`src/rtl/contador_pkg.sv`:
```
// Shared constants for the RTC edit-path field counters.
// Field selector codes, per-field count ranges, selector width.
package contador_pkg;

  localparam int EN_W = 4;

  localparam logic [EN_W-1:0] SEL_SEG     = 4'd1;
  localparam logic [EN_W-1:0] SEL_MIN     = 4'd2;
  localparam logic [EN_W-1:0] SEL_HORA    = 4'd3;
  localparam logic [EN_W-1:0] SEL_DIA     = 4'd4;
  localparam logic [EN_W-1:0] SEL_MES     = 4'd5;
  localparam logic [EN_W-1:0] SEL_ANO     = 4'd6;
  localparam logic [EN_W-1:0] SEL_DIA_SEM = 4'd7;

  localparam int SEG_MIN     = 0;
  localparam int SEG_MAX     = 59;
  localparam int MIN_MIN     = 0;
  localparam int MIN_MAX     = 59;
  localparam int HORA_MIN    = 0;
  localparam int HORA_MAX    = 23;
  localparam int DIA_MIN     = 1;
  localparam int DIA_MAX     = 31;
  localparam int MES_MIN     = 1;
  localparam int MES_MAX     = 12;
  localparam int ANO_MIN     = 0;
  localparam int ANO_MAX     = 99;
  localparam int DIA_SEM_MIN = 0;
  localparam int DIA_SEM_MAX = 6;

endpackage

```
`src/rtl/detector_flanco_rpt.sv`:
```
// Key edge detector with optional autorepeat (CONTADOR_AUTOREPEAT_EN).
// Ports: clk, reset, key, active, other_key in; tick out.
module detector_flanco_rpt
  import contador_pkg::*;
#(
  parameter int HOLD_CYC = 50000000,
  parameter int RPT_CYC  = 10000000
) (
  input  logic clk,
  input  logic reset,
  input  logic key,
  input  logic active,
  input  logic other_key,
  output logic tick
);

  logic r_key;
  logic w_edge;

  // Tracks the key every cycle so a key held while the
  // selector changes never looks like a fresh press.
  always_ff @(posedge clk) begin
    r_key <= key;
  end

  assign w_edge = key & ~r_key;

`ifdef CONTADOR_AUTOREPEAT_EN
  localparam int HW = $clog2(HOLD_CYC + 1);
  localparam int RW = $clog2(RPT_CYC + 1);

  logic [HW-1:0] r_hold;
  logic [RW-1:0] r_rpt;
  logic          w_run;
  logic          w_held;
  logic          w_rpt;

  assign w_run  = key & active & ~other_key;
  assign w_held = (r_hold == HW'(HOLD_CYC));

  // r_hold saturates at HOLD_CYC; r_rpt then cycles
  // 0..RPT_CYC-1 and a repeat fires each time it is 0.
  always_ff @(posedge clk) begin
    if (reset || !w_run) begin
      r_hold <= '0;
      r_rpt  <= '0;
    end else begin
      if (!w_held)
        r_hold <= r_hold + HW'(1);
      if (!w_held || r_rpt == RW'(RPT_CYC - 1))
        r_rpt <= '0;
      else
        r_rpt <= r_rpt + RW'(1);
    end
  end

  assign w_rpt = w_run & w_held & (r_rpt == '0);
  assign tick  = w_edge | w_rpt;
`else
  logic unused_cfg;
  assign unused_cfg = ^{reset, active, other_key,
                        HOLD_CYC, RPT_CYC};
  assign tick = w_edge;
`endif

endmodule

```
`src/rtl/contador_ad_mod.sv`:
```
// Up/down modular counter for one RTC edit field; autorepeat
// via CONTADOR_AUTOREPEAT_EN. Ports: clk, reset, en_count,
// enUP, enDOWN, load_en, load_data in; count_data, carry,
// borrow, range_err out.
module contador_ad_mod
  import contador_pkg::*;
#(
  parameter int N          = 8,
  parameter int MIN        = 0,
  parameter int MAX        = 59,
  parameter int SEL_ID     = 7,
  parameter int OUT_OFFSET = 0,
  parameter int HOLD_CYC   = 50000000,
  parameter int RPT_CYC    = 10000000
) (
  input  logic            clk,
  input  logic            reset,
  input  logic [EN_W-1:0] en_count,
  input  logic            enUP,
  input  logic            enDOWN,
  input  logic            load_en,
  input  logic [N-1:0]    load_data,
  output logic [N-1:0]    count_data,
  output logic            carry,
  output logic            borrow,
  output logic            range_err
);

  localparam logic [N-1:0] MIN_V = N'(MIN);
  localparam logic [N-1:0] MAX_V = N'(MAX);
  localparam logic [N-1:0] OFF_V = N'(OUT_OFFSET);

  logic [N-1:0] r_q;
  logic         r_carry;
  logic         r_borrow;
  logic         r_rerr;

  logic [N-1:0] w_q_nxt;
  logic         w_carry;
  logic         w_borrow;
  logic         w_rerr;
  logic         w_active;
  logic         w_up_t;
  logic         w_dn_t;
  logic         w_up;
  logic         w_dn;
  logic         w_lo_ok;
  logic         w_hi_ok;

  assign w_active = (en_count == EN_W'(SEL_ID));

  detector_flanco_rpt #(
    .HOLD_CYC (HOLD_CYC),
    .RPT_CYC  (RPT_CYC)
  ) u_up (
    .clk       (clk),
    .reset     (reset),
    .key       (enUP),
    .active    (w_active),
    .other_key (enDOWN),
    .tick      (w_up_t)
  );

  detector_flanco_rpt #(
    .HOLD_CYC (HOLD_CYC),
    .RPT_CYC  (RPT_CYC)
  ) u_dn (
    .clk       (clk),
    .reset     (reset),
    .key       (enDOWN),
    .active    (w_active),
    .other_key (enUP),
    .tick      (w_dn_t)
  );

  assign w_up = w_active & w_up_t;
  assign w_dn = w_active & w_dn_t;

  // Bounds at the ends of the N-bit range are always met;
  // folding them avoids constant comparisons.
  generate
    if (MIN == 0) begin : g_lo_free
      assign w_lo_ok = 1'b1;
    end else begin : g_lo_cmp
      assign w_lo_ok = (load_data >= MIN_V);
    end
    if (MAX == (1 << N) - 1) begin : g_hi_free
      assign w_hi_ok = 1'b1;
    end else begin : g_hi_cmp
      assign w_hi_ok = (load_data <= MAX_V);
    end
  endgenerate

  always_comb begin
    w_q_nxt  = r_q;
    w_carry  = 1'b0;
    w_borrow = 1'b0;
    w_rerr   = 1'b0;
    if (load_en) begin
      if (w_lo_ok && w_hi_ok) begin
        w_q_nxt = load_data;
      end else begin
        w_q_nxt = MIN_V;
        w_rerr  = 1'b1;
      end
    end else if (w_up && w_dn) begin
      w_q_nxt = r_q;
    end else if (w_up) begin
      if (r_q == MAX_V) begin
        w_q_nxt = MIN_V;
        w_carry = 1'b1;
      end else begin
        w_q_nxt = r_q + N'(1);
      end
    end else if (w_dn) begin
      if (r_q == MIN_V) begin
        w_q_nxt  = MAX_V;
        w_borrow = 1'b1;
      end else begin
        w_q_nxt = r_q - N'(1);
      end
    end
  end

  always_ff @(posedge clk) begin
    if (reset) begin
      r_q      <= MIN_V;
      r_carry  <= 1'b0;
      r_borrow <= 1'b0;
      r_rerr   <= 1'b0;
    end else begin
      r_q      <= w_q_nxt;
      r_carry  <= w_carry;
      r_borrow <= w_borrow;
      r_rerr   <= w_rerr;
    end
  end

  assign count_data = r_q + OFF_V;
  assign carry      = r_carry;
  assign borrow     = r_borrow;
  assign range_err  = r_rerr;

endmodule

```
`config.mk`:
```
export PLATFORM = sky130hd
export DESIGN_NAME = contador_ad_mod
export DESIGN_NICKNAME = d
export VERILOG_FILES = /design/src/rtl/contador_pkg.sv /design/src/rtl/detector_flanco_rpt.sv /design/src/rtl/contador_ad_mod.sv
export SDC_FILE = /design/constraint.sdc
export NUM_CORES = 1
export LEC_CHECK = 0
export BUFFER_PORTS_ARGS = -buffer_cell sky130_fd_sc_hd__buf_2
export CELL_PAD_IN_SITES_DETAIL_PLACEMENT = 1
export CELL_PAD_IN_SITES_GLOBAL_PLACEMENT = 1
export CORE_UTILIZATION = 33
export DETAILED_ROUTE_END_ITERATION = 8
export GPL_TIMING_DRIVEN = 0
export PLACE_DENSITY = 0.77
export SLEW_MARGIN = 5
export SYNTH_ARGS = -nofsm -noshare
export SYNTH_HDL_FRONTEND = slang
export SYNTH_SLANG_ARGS = --single-unit
```
`constraint.sdc`:
```
create_clock -name clk -period 1.9 [get_ports clk]
set_input_delay 0.38 -clock clk [delete_from_list [all_inputs] [get_ports clk]]
set_output_delay 0.38 -clock clk [all_outputs]
set_load 0.1 [all_outputs]
```
==> results of run 1 <==
cells in the mapped netlist (3+ instances only):
master	n
a21oi_1	11
a22oi_1	3
dfxtp_1	13
inv_1	4
nand2_1	6
nand3_1	3
nor2_1	7
nor3_1	6
o21ai_0	7
what timing repair did:
action / CTS / global route
hold endpoints to repair: 0 / 0
buffers inserted: 3 / 3
gates cloned: 0 / 0
gates resized for setup: 7 / 7
pin swaps: 0 / 2
endpoints found under the setup margin: 4 / 5
where the power goes:
group          switching (uW)  internal, uW
combinational             167          90.6
clock                     108          78.5
sequential               7.67           278
critical path, delay by kind of cell (launching register included):
family          cells  cell delay, ns
compound gates      2            0.40
simple gates        3            1.02
flops               1            0.37
state kept, by name (all words and copies together) (netlist names):
register and count:
borrow 1, carry 1, r_q 8, range_err 1, u_dn.r_key 1, u_up.r_key 1
metal layers:
layer / share of wire / up-vias
met4: 0.010 / 0
li1: - / 538
met2: 0.51 / 40
met3: 0.055 / 4
met5: 0 / -
met1: 0.43 / 582
stage by stage:
step / setup TNS (ns) / setup WS, ns / total power, uW / hold slack (ns) / instance area (um2)
6_report: -0.0102 / -0.00553 / 730 / 0.195 / 1310
3_3_place_gp: -0.744 / -0.258 / 512 / 0.497 / 1190
3_5_place_dp: -1.37 / -0.330 / 520 / 0.501 / 1190
5_1_grt: -0.334 / -0.125 / 758 / 0.184 / 1310
4_1_cts: -0.0244 / -0.0244 / 729 / 0.189 / 1280
2_1_floorplan: -0.0110 / -0.0110 / 456 / 0.408 / 1020
cells by family after synthesis:
kind of cell             after synthesis
adder cells (fa/ha/maj)                2
XOR/XNOR                               2
buffers and inverters                 10
AO/OA/AOI/OAI                         41
AND/OR/NAND/NOR                       49
flip-flops                            13
final cells by class:
type                       count  area, um2  share of cell area
clock buffer                   3       22.5              0.0171
sequential                    13        285               0.217
buffer                         6       47.5              0.0362
multi-input combinational     94        719               0.548
timing repair buffer          33        180               0.137
clock inverter                 1       5.00             0.00381
tap                           31       38.8              0.0295
inverter                       4       15.0              0.0114
worst paths after layout:
check         start    endpoint  slack, ns  cells after the start
max reg2reg  r_q[1]      r_q[5]     -0.006                      5
max          r_q[1]      r_q[5]     -0.006                      5
min          enDOWN  u_dn.r_key       0.19                      1
min reg2reg  r_q[7]      r_q[7]       0.57                      2
==> flow_metrics.tcl, run 1 <==
set metrics [dict create \
    rsz0062_at_grt "yes" \
    synthSimpleGateAreaFrac 0.332 \
    syn_inst 117 \
    grt_max_degree 11 \
    post-route-min-period_ns 1.91 \
    drive_gt1_frac 0.487 \
    cts-root-buf "clkbuf_4" \
    violations "design-rule violations, negative setup slack" \
    grt_pass1_wl_um 5650 \
    start_kind "flip-flop" \
    critPathKind "flip-flop to flip-flop" \
    synth_edf_count 0 \
    avgRoutedWirePerCell_um 19.1 \
    avgSynthCellArea_um2 8.47 \
    grt_util_met2 0.371 \
    diodes 0 \
    synthesis.area_um2 991 \
    htreeDepth 1 \
    hpwl_um 2580 \
    ios 28 \
    synth_top_area_frac 0.263 \
    die_y_um 56.8 \
    max_freq_mhz 525 \
    core_um2 2810 \
    layout_commonest_cell "buf_2" \
    hold_class "input pin to flip-flop" \
    start_util 0.353 \
    fin_cells 185 \
    post_synth_num_cell_types 52 \
    drt-initial-drc-count 48 \
    clk_latency_ns 0.29 \
    cp_max_fo 4 \
    power.density_nw_per_um2 556 \
    grt.met3_usage 0.0576 \
    peakVddDrop_mv 0.327 \
    routed_wl_um 3540 \
    ys_ff_latch 13 \
    critPathRequiredTime_ns 2.08 \
    grt_usage 0.227 \
    syn2layout_area_growth_pct 32.6 \
    slew_headroom 0.555 \
    cts_hold_buffers 0 \
    synth-compound-area-share 0.294 \
    drtPass1Iterations 6 \
    gr-max-usage-layer "met2" \
    maxCapViolCount 0 \
    cts_tree "yes" \
    yosys_warnings 0 \
    fillCellCount 352 \
    worstPathArrival_ns 2.09 \
    finalClockSkew_ns 0.00243 \
    synth_top_area_cell "dfxtp_1" \
    met1_usage 0.285 \
    globalplace.congestion 0.851 \
    grt_overflow_total 0 \
    synth-adder-area-share 0.0253 \
    cts_made_buffers 3 \
    async_reset_ff_frac 0 \
    hold_viol 0 \
    setup_viol 2 \
    tightestPinTransition_ns 0.663 \
    crit_slowest_cell "or4_4" \
    num_rows 19 \
    ys_seq_area_frac 0.263 \
    synth_mux_area_frac 0 \
    status "finished with violations" \
    fin_crit_sh 1.00 \
    p_leak_uw 0.000482 \
    placedCellCount 175 \
    slew_violations 0 \
    drcViolationCount 4 \
    die_area_um2 3230 \
    clk_pin_slew_ns 0.09 \
    layout_common_cells "29 x buf_2, 11 x a21oi_1, 7 x o21ai_0" \
    cts.sinks 13 \
    yosys-top-cells-area "dfxtp_1 26%, a21oi_1 5.6%, o21ai_0 3.5%" \
    synth_nets 136 \
    vias 1164 \
    grt_pass1_vias 1177 \
    cp-end-kind "flip-flop" \
    nets 174 \
    clock_path_buffers 2 \
    ant_nets 0 \
    synthFlopType "dfxtp_1" \
    synth-xor-area-share 0.0253 \
    layout_setup_ws_ns -0.00553 \
    critPathMaxStageDelay_ns 0.54 \
    synth_top_family_by_area "simple AND/OR/NAND/NOR gates" \
    utilization 0.468 \
    vias_per_cell 6.29 \
    crit_chain "or4_4 -> or3_4 -> nand3_2 -> a221oi_2 -> a2111oi_2" \
    io_buffers 27 \
    die_w_um 56.8 \
    antenna_found_initial 0 \
]
Power figures use the tool's default switching activity.
==> inputs of run 2 (changes only) <==
--- a/config.mk
+++ b/config.mk
@@ -5,13 +5,14 @@
 export SDC_FILE = /design/constraint.sdc
 export NUM_CORES = 1
 export LEC_CHECK = 0
+export ABC_AREA = 1
 export BUFFER_PORTS_ARGS = -buffer_cell sky130_fd_sc_hd__buf_2
 export CELL_PAD_IN_SITES_DETAIL_PLACEMENT = 1
 export CELL_PAD_IN_SITES_GLOBAL_PLACEMENT = 1
-export CORE_UTILIZATION = 33
+export CORE_UTILIZATION = 32
 export DETAILED_ROUTE_END_ITERATION = 8
 export GPL_TIMING_DRIVEN = 0
-export PLACE_DENSITY = 0.77
+export PLACE_DENSITY = 0.79
 export SLEW_MARGIN = 5
 export SYNTH_ARGS = -nofsm -noshare
 export SYNTH_HDL_FRONTEND = slang
==> run 2 against run 1 <==
Compared with the run above:
- first-iteration DRC count is 23% lower
- synthesized cell count is 60% higher
- the run now ends clean
- highest routed layer unchanged
- die area is 16% higher
==> flow_metrics.tcl, run 2 <==
set metrics [dict create \
    status "complete, no violations" \
    die_w_um 61.1 \
    synthFlopType "dfxtp_1" \
    ff_latch_area_um2 264 \
    rsz0062_at_grt "no" \
    htreeDepth 1 \
    power.density_nw_per_um2 600 \
    nets 238 \
    die_area_um2 3740 \
    crit_chain "buf_2" \
    io_buffers 27 \
    setup_viol 0 \
    p_leak_uw 0.000689 \
    post-route-min-period_ns 1.68 \
    cp_max_fo 8 \
    avgRoutedWirePerCell_um 11.6 \
    slew_violations 0 \
    cts_tree "yes" \
    largest_reg_flops 8 \
    hpwl_um 2540 \
    worstPathArrival_ns 1.30 \
    placedCellCount 260 \
    synth_nets 206 \
    syn_inst 187 \
    multi_input_comb_area_um2 704 \
    fin_crit_sh 0.887 \
    ys_seq_area_frac 0.233 \
    drt-initial-drc-count 37 \
    p_seq_frac 0.375 \
    synth_top_area_cell "dfxtp_1" \
    critPathKind "flip-flop to output port" \
    hold_class "input pin to flip-flop" \
    cts_resized 0 \
    globalplace.congestion 0.802 \
    grt_max_degree 11 \
    critPathMaxStageDelay_ns 0.52 \
    switching_share 0.420 \
    intPower_uw 467 \
    drive_gt1_frac 0.261 \
    comb_power_share 0.401 \
    antenna_found_initial 0 \
    grt_pass1_vias 1234 \
    drtPass1Iterations 4 \
    maxCapViolCount 0 \
    fin_hold_ws_ns 0.203 \
    grt_overflow_total 0 \
    layout_commonest_cell "nand2_1" \
    startpoint "r_q[6]" \
    vias_per_cell 4.52 \
    async_reset_ff_frac 0 \
    synthesis.area_um2 1120 \
    drcViolationCount 0 \
    critPathRequiredTime_ns 1.52 \
    ys_ff_latch 13 \
    yosys.cell_count.top_type "nand2_1" \
    p_sw_uw 338 \
    start_util 0.335 \
    utilization 0.402 \
    crit_slowest_cell "dfxtp_1" \
    routed_wl_um 3060 \
    clk_latency_ns 0.29 \
    cts-root-buf "clkbuf_4" \
    r2r-start "r_q[0]" \
    die_y_um 61.1 \
    cp-end-kind "output port" \
    post_cts_buffers 0 \
    num_rows 21 \
    yosys_warnings 0 \
    diodes 0 \
    ios 28 \
    cts.sinks 13 \
    fin_tns_setup_ns 0 \
    cts_made_buffers 3 \
    post_synth_num_cell_types 22 \
    synth_commonest_cells "66 x nand2_1, 27 x inv_1, 16 x nor2_1, 14 x nand3_1, 13 x dfxtp_1" \
    vias 1192 \
    ant_nets 0 \
    clock_path_buffers 2 \
    critPathBufInv 1 \
    core_um2 3340 \
    slew_headroom 0.678 \
    yosys-top-cells-area "dfxtp_1 23%, nand2_1 22%, inv_1 9.1%" \
    grt_usage 0.202 \
    fin_cells 264 \
    critPathTopFamily "flip-flops" \
    avgSynthCellArea_um2 5.98 \
    clk_pin_slew_ns 0.08 \
    synth_edf_count 0 \
    regMostFlops "r_q" \
    tightestPinTransition_ns 0.487 \
    finalClockSkew_ns 0.00718 \
    peakVddDrop_mv 0.267 \
    fillCellCount 501 \
    hp-start "enUP" \
    start_kind "flip-flop" \
    clock_power_share 0.224 \
    layout_common_cells "66 x nand2_1, 27 x inv_1, 27 x buf_2" \
    max_freq_mhz 594 \
    hold_viol 0 \
    syn2layout_area_growth_pct 19.9 \
    grt_pass1_wl_um 5450 \
    synth_top_area_frac 0.233 \
    cts_hold_buffers 0 \
]
-- run 2: cell count changes in the layout (fill, tap and decap cells not counted), sizes merged, moves of 3 or more --
cell    delta
a211oi     -3
a21oi      -4
a22oi      -3
buf        -5
inv       +26
nand2     +64
nand3     +10
nor2      +17
nor3       -6
nor4       -3
o21ai      +4
or3        -3
-- run 2: per-stage QoR --
step	total power [uW]	cell area (um2)	setup slack [ns]
2_1_floorplan	560	1120	0.0355
3_3_place_gp	629	1320	0.391
3_5_place_dp	634	1320	0.365
4_1_cts	819	1340	0.195
5_1_grt	862	1340	0.151
6_report	805	1340	0.215
-- run 2: layer usage --
layer | up-vias | track usage | wire length, um
li1 | 636 | - | -
met5 | - | 0 | 0
met3 | 6 | 0.0252 | 83
met1 | 532 | 0.250 | 1490
met2 | 18 | 0.351 | 1430
met4 | 0 | 0.0877 | 55
-- run 2: path summary, 6_finish.rpt --
kind	slack, ns	to	cells after the start
min	0.20	u_up.r_key	1
max reg2reg	0.37	r_q[6]	9
min reg2reg	0.58	r_q[7]	2
max	0.22	count_data[6]	1
-- run 2: power groups by stage --
stage	Clock [uW]	Combinational (uW)	Sequential (uW)
floorplan	0	175	385
global placement	0	321	308
detailed placement	0	325	309
CTS	190	326	302
global route	198	360	304
finish	180	322	302
-- run 2: area by class of cell --
| cell class | instances | share of cell area |
|---|---|---|
| sequential | 13 | 0.197 |
| clock buffer | 4 | 0.0196 |
| timing repair buffer | 27 | 0.101 |
| tap | 46 | 0.0429 |
| buffer | 4 | 0.0308 |
| inverter | 30 | 0.0840 |
| multi-input combinational | 140 | 0.525 |
-- run 2: kinds of logic (layout without fill, tap and decap cells) --
logic type	count (synthesis)	in the layout	share of synthesized area
AO/OA/AOI/OAI	20	20	0.0996
XOR/XNOR	3	3	0.0235
adder cells (fa/ha/maj)	2	2	0.0224
buffers and inverters	34	65	0.138
flip-flops	13	13	0.233
AND/OR/NAND/NOR	115	115	0.484
